==> config.mk <==
export PLATFORM = sky130hd
export DESIGN_NAME = fetch_unit
export DESIGN_NICKNAME = d
export VERILOG_FILES = /design/src/rtl/fetch_unit.sv
export SDC_FILE = /design/constraint.sdc
export NUM_CORES = 1
export LEC_CHECK = 0
export ABC_AREA = 1
export BUFFER_PORTS_ARGS = -buffer_cell sky130_fd_sc_hd__buf_4
export CORE_MARGIN = 2
export CORE_UTILIZATION = 50
export CTS_BUF_LIST = sky130_fd_sc_hd__clkbuf_4 sky130_fd_sc_hd__clkbuf_8
export CTS_CLUSTER_SIZE = 30
export DETAILED_ROUTE_END_ITERATION = 16
export PLACE_DENSITY = 0.78
export SLEW_MARGIN = 20
export SYNTH_ARGS = -nofsm -noshare
export SYNTH_HDL_FRONTEND = slang
export SYNTH_SLANG_ARGS = --single-unit
==> constraint.sdc <==
create_clock -name clk -period 4.3 [get_ports clk]
set_input_delay 0.215 -clock clk [delete_from_list [all_inputs] [get_ports clk]]
set_output_delay 0.215 -clock clk [all_outputs]
set_load 0.05 [all_outputs]
==> src/rtl/fetch_unit.sv <==
// Fetch stage of the five-stage pipeline: owns the fetch PC, the F/D pipeline
// register, and the next-PC selection driven by the branch/jump decoded in D.
// The instruction at PC_F while a control transfer sits in D is its delay slot.
module fetch_unit #(
    parameter logic [31:0] PC_RESET = 32'h0000_3000,
    parameter logic [31:0] IM_BASE  = 32'h0000_3000,
    parameter int          IM_WORDS = 4096
) (
    input  logic        clk,
    input  logic        reset,
    input  logic        Stall,
    input  logic [31:0] Instr_F,
    input  logic [1:0]  NPCOp,
    input  logic        Branch,
    input  logic [31:0] RsFwd_D,
    output logic [31:0] PC_F,
    output logic [31:0] Instr_D,
    output logic [31:0] PC_D,
    output logic [31:0] PC8_D,
    output logic        ExcAdEL_D
);

    // One past the last legal fetch address, kept 33 bits wide so a memory
    // that ends exactly at 2^32 does not wrap to zero.
    localparam logic [32:0] IM_LIMIT = {1'b0, IM_BASE} + (33'(IM_WORDS) << 2);

    localparam logic [1:0] NPC_SEQ    = 2'b00;
    localparam logic [1:0] NPC_BRANCH = 2'b01;
    localparam logic [1:0] NPC_JUMP   = 2'b10;
    localparam logic [1:0] NPC_JREG   = 2'b11;

    logic [31:0] pc_f;
    logic [31:0] instr_d;
    logic [31:0] pc_d;
    logic        exc_d;

    logic [31:0] pc_f_plus4;
    logic [31:0] pc_d_plus4;
    logic [31:0] br_offset;
    logic [31:0] br_target;
    logic [31:0] jump_target;
    logic [31:0] next_pc;
    logic        fetch_exc;

    assign PC_F      = pc_f;
    assign Instr_D   = instr_d;
    assign PC_D      = pc_d;
    assign ExcAdEL_D = exc_d;

    // Link value for jal/jalr skips the delay slot; plain modulo-2^32 add.
    assign PC8_D = pc_d + 32'd8;

    // Candidate targets, all wrapping arithmetic; jumps take their region
    // bits from the delay-slot address, not from the jump itself.
    always_comb begin
        pc_f_plus4  = pc_f + 32'd4;
        pc_d_plus4  = pc_d + 32'd4;
        br_offset   = {{14{instr_d[15]}}, instr_d[15:0], 2'b00};
        br_target   = pc_d_plus4 + br_offset;
        jump_target = {pc_d_plus4[31:28], instr_d[25:0], 2'b00};
    end

    // Next-PC select; Branch only matters for the conditional-branch encoding
    // and jr targets pass through untouched so misalignment shows up on fetch.
    always_comb begin
        next_pc = pc_f_plus4;
        case (NPCOp)
            NPC_SEQ:    next_pc = pc_f_plus4;
            NPC_BRANCH: next_pc = Branch ? br_target : pc_f_plus4;
            NPC_JUMP:   next_pc = jump_target;
            NPC_JREG:   next_pc = RsFwd_D;
            default:    next_pc = pc_f_plus4;
        endcase
    end

    // A fetch is bad if unaligned or outside the instruction memory window.
    always_comb begin
        fetch_exc = (pc_f[1:0] != 2'b00)
                  || (pc_f < IM_BASE)
                  || ({1'b0, pc_f} >= IM_LIMIT);
    end

    // PC and F/D register update; reset beats stall, stall freezes everything
    // and the redirect is simply re-evaluated on the next free cycle.
    always_ff @(posedge clk) begin
        if (reset) begin
            pc_f    <= PC_RESET;
            instr_d <= 32'h0;
            pc_d    <= 32'h0;
            exc_d   <= 1'b0;
        end else if (!Stall) begin
            pc_f    <= next_pc;
            instr_d <= fetch_exc ? 32'h0 : Instr_F;
            pc_d    <= pc_f;
            exc_d   <= fetch_exc;
        end
    end

endmodule

# Word level (Yosys, flattened, before mapping)
# Index checks and enable logic that the tools add are counted.
[classes] addsub=4 magnitude_cmp=2 eq_ne=3 n_mux=3 n_reduce_logical=4
[ops] cell="$pmux W32 S4" n=1
[ops] cell="$add A32 B3 Y32 const B" n=2
[ops] cell="$mux W32" n=2
[ops] cell="$add A32 B32 Y32" n=1
[ops] cell="$add A32 B4 Y32 const B" n=1
[ops] cell="$ge A32 B15 Y1 const B" n=1
[ops] cell="$lt A32 B14 Y1 const B" n=1
[ops] cell="$eq A2 B2 Y1 const B" n=2
[ops] cell="$eq A2 B1 Y1 const B" n=1
[ops] cell="$logic_not A2 Y1" n=1
[ops] cell="$logic_or A1 B1 Y1" n=2
[ops] cell="$reduce_bool A2 Y1" n=1
[word_totals] ff_bits=97 input_bits=70 out_inout_bits=129 elab_cells=20

# Longest topological paths before layout
[depth] ltp_word=4 mapped_depth=25

# Worst setup path after synthesis
# OpenSTA, ideal clock, no wires.
[synth_path] kind="flip-flop to flip-flop" from="reg pc_d[4], in the netlist PC_D[4]" to="reg pc_f[28], in the netlist PC_F[28]" setup_time_ps=109 arrival_ps=3774 setup_slack_ps=417 path_stages_with_launch=21 path_buffers=0 synth_period_minus_slack_ps=3883 cell_sequence="dfxtp_1 > ha_1 > inv_1 > nor2_2 > inv_1 > nor2_1 > nand3_1 > xnor2_1 > mux2i_1 > inv_1 > ha_1 > a21oi_1 > o21ai_0 > inv_1 > nand2_1 > a21oi_1 > nand3b_1 > nand3_1 > nand3_1 > nand2_1 > inv_1"
[synth_between] elab_chain_cells=4
[synth_rtl] element="start, declared" line_no="34" text="logic [31:0] pc_d;"
[synth_rtl] element="start signal, assigned" line_no="94" text="pc_d <= pc_f;"
[synth_rtl] element="$add A32 B3 Y32 (*)" line_no="57" text="pc_d_plus4 = pc_d + 32'd4;"
[synth_rtl] element="$add A32 B32 Y32" line_no="59" text="br_target = pc_d_plus4 + br_offset;"
[synth_rtl] element="$mux W32" line_no="69" text="NPC_BRANCH: next_pc = Branch ? br_target : pc_f_plus4;"
[synth_rtl] element="$pmux W32 S4 (*)" line_no="67" text="case (NPCOp)"
[synth_rtl] element="end signal, assigned" line_no="92" text="pc_f <= next_pc;"
[synth_rtl] element="end, declared" line_no="32" text="logic [31:0] pc_f;"
# Mark *: on every way between the ends. The rest lies on a longest branch, timed or not.
# A chain may end at the register's enable or synchronous reset.

# Final worst setup path
[layout_path] from="reg pc_d[2], in the netlist PC_D[2]" to="reg pc_f[27], in the netlist PC_F[27]"
[layout_between] elab_chain_cells=4
[layout_rtl] element="$add A32 B3 Y32" line_no="57"
[layout_rtl] element="$add A32 B32 Y32" line_no="59"
[layout_rtl] element="$mux W32" line_no="69"
[layout_rtl] element="$pmux W32 S4" line_no="67"
# Every way passes these cells.

==> results.py <==
metrics = {
    "grt": {
        "grt_max_degree": 58,
        "grt_pass1_wl_um": 51200,
        "grt_antenna_before_repair": 1,
        "grt_pass1_vias": 9202,
        "track_usage_pct": 37.8,
        "gr-total-overflow": 0,
    },
    "cts": {
        "root_buffer": "clkbuf_8",
        "numCtsBuffers": 9,
        "insertion_delay_ns": 0.40,
        "ctsResizeCount": 0,
        "numClockSinks": 97,
        "cts_max_level": 3,
        "cts_tree": "built",
        "clkTransAtPathRegs_ns": 0.12,
        "hold_buffers": 0,
        "clk_path_buf_depth": 2,
        "post_cts_buffers": 0,
    },
    "setup_path": {
        "critPathMaxFanout": 7,
        "setup.worst_path.start_class": "flop",
        "worstReg2RegStart": "PC_D[2]$_SDFFE_PP0N_",
        "r2r_slack_ns": 0.48,
        "slowest_delay_ns": 0.56,
        "crit_path_frequent_cell": "inv_1",
        "crit_slowest_cell": "dfxtp_1",
        "crit_path_start": "PC_D[2]$_SDFFE_PP0N_",
        "crit_required_ns": 4.62,
        "timing.rr.end": "PC_F[27]$_SDFFE_PP0N_",
        "cp-end-kind": "flop",
        "worstSetupPathType": "reg -> reg",
        "path_cells": "ha_1, inv_1, nor2_2, inv_1, nor3_1, nand2_1, xor2_1, inv_1, ha_1, nand2_1, nor2_1, inv_1, nor3_1, nand3_1, nand3_1, nand2_1, nand3_1, nand3b_1, nand2_1, inv_1",
        "rr_worst_depth": 20,
        "arrival_ns": 4.13,
    },
    "power": {
        "total_leakage_power_uw": 0.00491,
        "peakVddDrop_uv": 139,
        "power_density_nw_per_um2": 250,
    },
    "route": {
        "drt_iter0_markers": 1075,
        "wl_per_cell_um": 19.5,
        "drc": 0,
        "vias": 9999,
        "drt_first_pass_iters": 7,
        "ant_nets": 0,
        "via_per_inst": 5.73,
        "wl_um": 34000,
    },
    "yosys": {
        "synthDistinctLibCells": 45,
        "synth_edf_count": 0,
        "synth_top_flop_cell": "dfxtp_1",
        "ys_seq_elements": 97,
        "synth_area_leaders": "dfxtp_1 (24%), nand2_1 (16%), a21oi_1 (7.9%)",
        "synth_top_area_share_pct": 23.7,
        "synth_nets": 1460,
        "syn_avg_cell_area_um2": 6.05,
        "yosys.area.top_type": "dfxtp_1",
        "async_flop_share_pct": 0,
        "yosysWarnings": 0,
        "syn-instance-count": 1353,
        "ys_seq_area_share_pct": 23.7,
        "syn_area_um2": 8190,
    },
    "place": {
        "numPortBuffers": 198,
        "dp_hpwl_um": 26900,
        "gp_congestion": 1.03,
    },
    "status": {
        "status": "complete, no violations",
    },
    "sta": {
        "finalHoldWorstSlack_ns": 0.0810,
        "timing_hold_violations_final": 0,
        "fin_skew_ns": 0.0143,
        "timing.fmax_ghz": 0.262,
        "finalSetupViolations": 0,
        "worstMarginPinSlew_ns": 1.04,
        "rsz0062_at_grt": "false",
        "relSlewSlack_pct": 30.5,
        "drv_slew": 0,
        "min_period_ns": 3.82,
        "tns_ns": 0,
        "finalCritPeriodShare_pct": 88.8,
    },
    "floorplanning": {
        "io_pins": 199,
        "die_h_um": 132,
        "dieArea_um2": 17400,
        "rows": 46,
        "start_util_pct": 51.3,
        "coreArea_um2": 15900,
        "fp.dieW_um": 132,
    },
    "hold_path": {
        "hold_end": "Instr_D[28]$_SDFFE_PP0N_",
        "hold_path_depth": 3,
        "hold_start": "Instr_F[28]",
        "hold_class": "in -> reg",
    },
    "layout": {
        "final_nets": 1631,
        "drive_gt1_share_pct": 17.4,
        "n_fill_cell": 1608,
        "syn_to_final_growth_pct": 22.7,
    },
    "flow_run": {
        "maxCapViolCount": 0,
    },
}
==> worst max path at each step <==
stage	to	cells after the start
finish	PC_F[27]$_SDFFE_PP0N_	20
global route	PC_F[27]$_SDFFE_PP0N_	20
CTS	PC_F[27]$_SDFFE_PP0N_	20
detailed placement	PC_F[27]$_SDFFE_PP0N_	20
global placement	PC_F[27]$_SDFFE_PP0N_	20
floorplan	PC_F[28]$_SDFFE_PP0N_	20
==> per-stage QoR <==
stage	setup slack [ns]	instance area [µm²]	utilization (%)	std cells	total power (µW)
after floorplan	0.417	8190	-	1353	1500
after global placement	0.594	9820	61.6	1729	1770
after detailed placement	0.538	9820	61.6	1729	1780
after CTS	0.526	10000	63.0	1745	2480
after global routing	0.178	10000	63.0	1745	2580
final	0.482	10000	63.0	1746	2510
==> sequential cells by signal, summed over array words and instances, names as in the netlist <==
signal     cells
ExcAdEL_D      1
Instr_D       32
PC_D          32
PC_F          32
==> cells in the final DEF, fill, tap and decap left out, drive strengths merged, types with 2 or more instances in the layout <==
| cell | synthesis | routed |
|---|---|---|
| nand2 | 359 | 359 |
| buf | 13 | 208 |
| inv | 177 | 178 |
| nor2 | 136 | 136 |
| a21oi | 130 | 130 |
| nand3 | 109 | 109 |
| dfxtp | 97 | 97 |
| o21ai | 81 | 81 |
| xor2 | 43 | 43 |
| ha | 36 | 36 |
| nor3 | 27 | 27 |
| nand4 | 25 | 25 |
| nand3b | 12 | 12 |
| a22o | 12 | 12 |
| clkbuf | 35 | 10 |
| xnor2 | 9 | 9 |
| mux2i | 6 | 6 |
| o21bai | 6 | 6 |
| clkinv | 4 | 6 |
| or2 | 5 | 5 |
| a211oi | 5 | 5 |
| a21o | 4 | 4 |
| a31oi | 4 | 4 |
| o211ai | 4 | 4 |
| nor4 | 3 | 3 |
| and2 | 2 | 2 |
| a22oi | 2 | 2 |
| bufinv | 0 | 2 |
==> critical path, delay by kind of cell (launching register included) <==
kind / cells / cell delay (ns)
xor+xnor: 1 / 0.16
fa+ha+maj: 2 / 0.65
buf+inv: 5 / 0.37
flops: 1 / 0.56
simple gates: 12 / 2.02
==> cell type report <==
type,count,area [µm²],area share [%]
Inverter,181,679,6.77
Clock inverter,6,90.1,0.897
Clock buffer,10,131,1.31
Sequential cell,97,1940,19.3
Tap cell,216,270,2.69
Timing Repair Buffer,208,1560,15.6
Antenna cell,1,2.50,0.0249
Multi-Input combinational cell,1027,5360,53.4
==> synth_stat cells, types with 23 or more instances <==
cell,number
o21ai_0,74
nand4_1,23
nor2_1,120
xor2_1,43
a21oi_1,130
ha_1,36
clkbuf_1,35
nor3_1,25
dfxtp_1,97
nand3_1,106
nand2_1,354
inv_1,172
==> cells by family (layout without fill, tap and decap cells) <==
group           Yosys count  in the layout  synth area share, %
flops                    97             97                 23.7
fa+ha+maj                37             37                 5.75
compound gates          253            253                 16.9
other cells               0              1                    0
simple gates            679            679                 36.5
buf+inv                 229            405                 10.8
mux                       6              6                0.734
xor+xnor                 52             52                 5.56
==> power by group <==
group	switching [µW]	leakage (µW)	internal, µW	total [µW]
Sequential	81.0	0.000796	942	1020
Combinational	522	0.00401	231	753
Clock	393	0.000110	337	731
Total	996	0.00491	1510	2510
==> layer usage <==
metal,global-route usage (%),wire (µm)
met5,0,0
met3,8.23,3590
met4,16.1,1460
met1,50.7,14200
met2,58.4,14700
(Power assumes the default switching activity.)
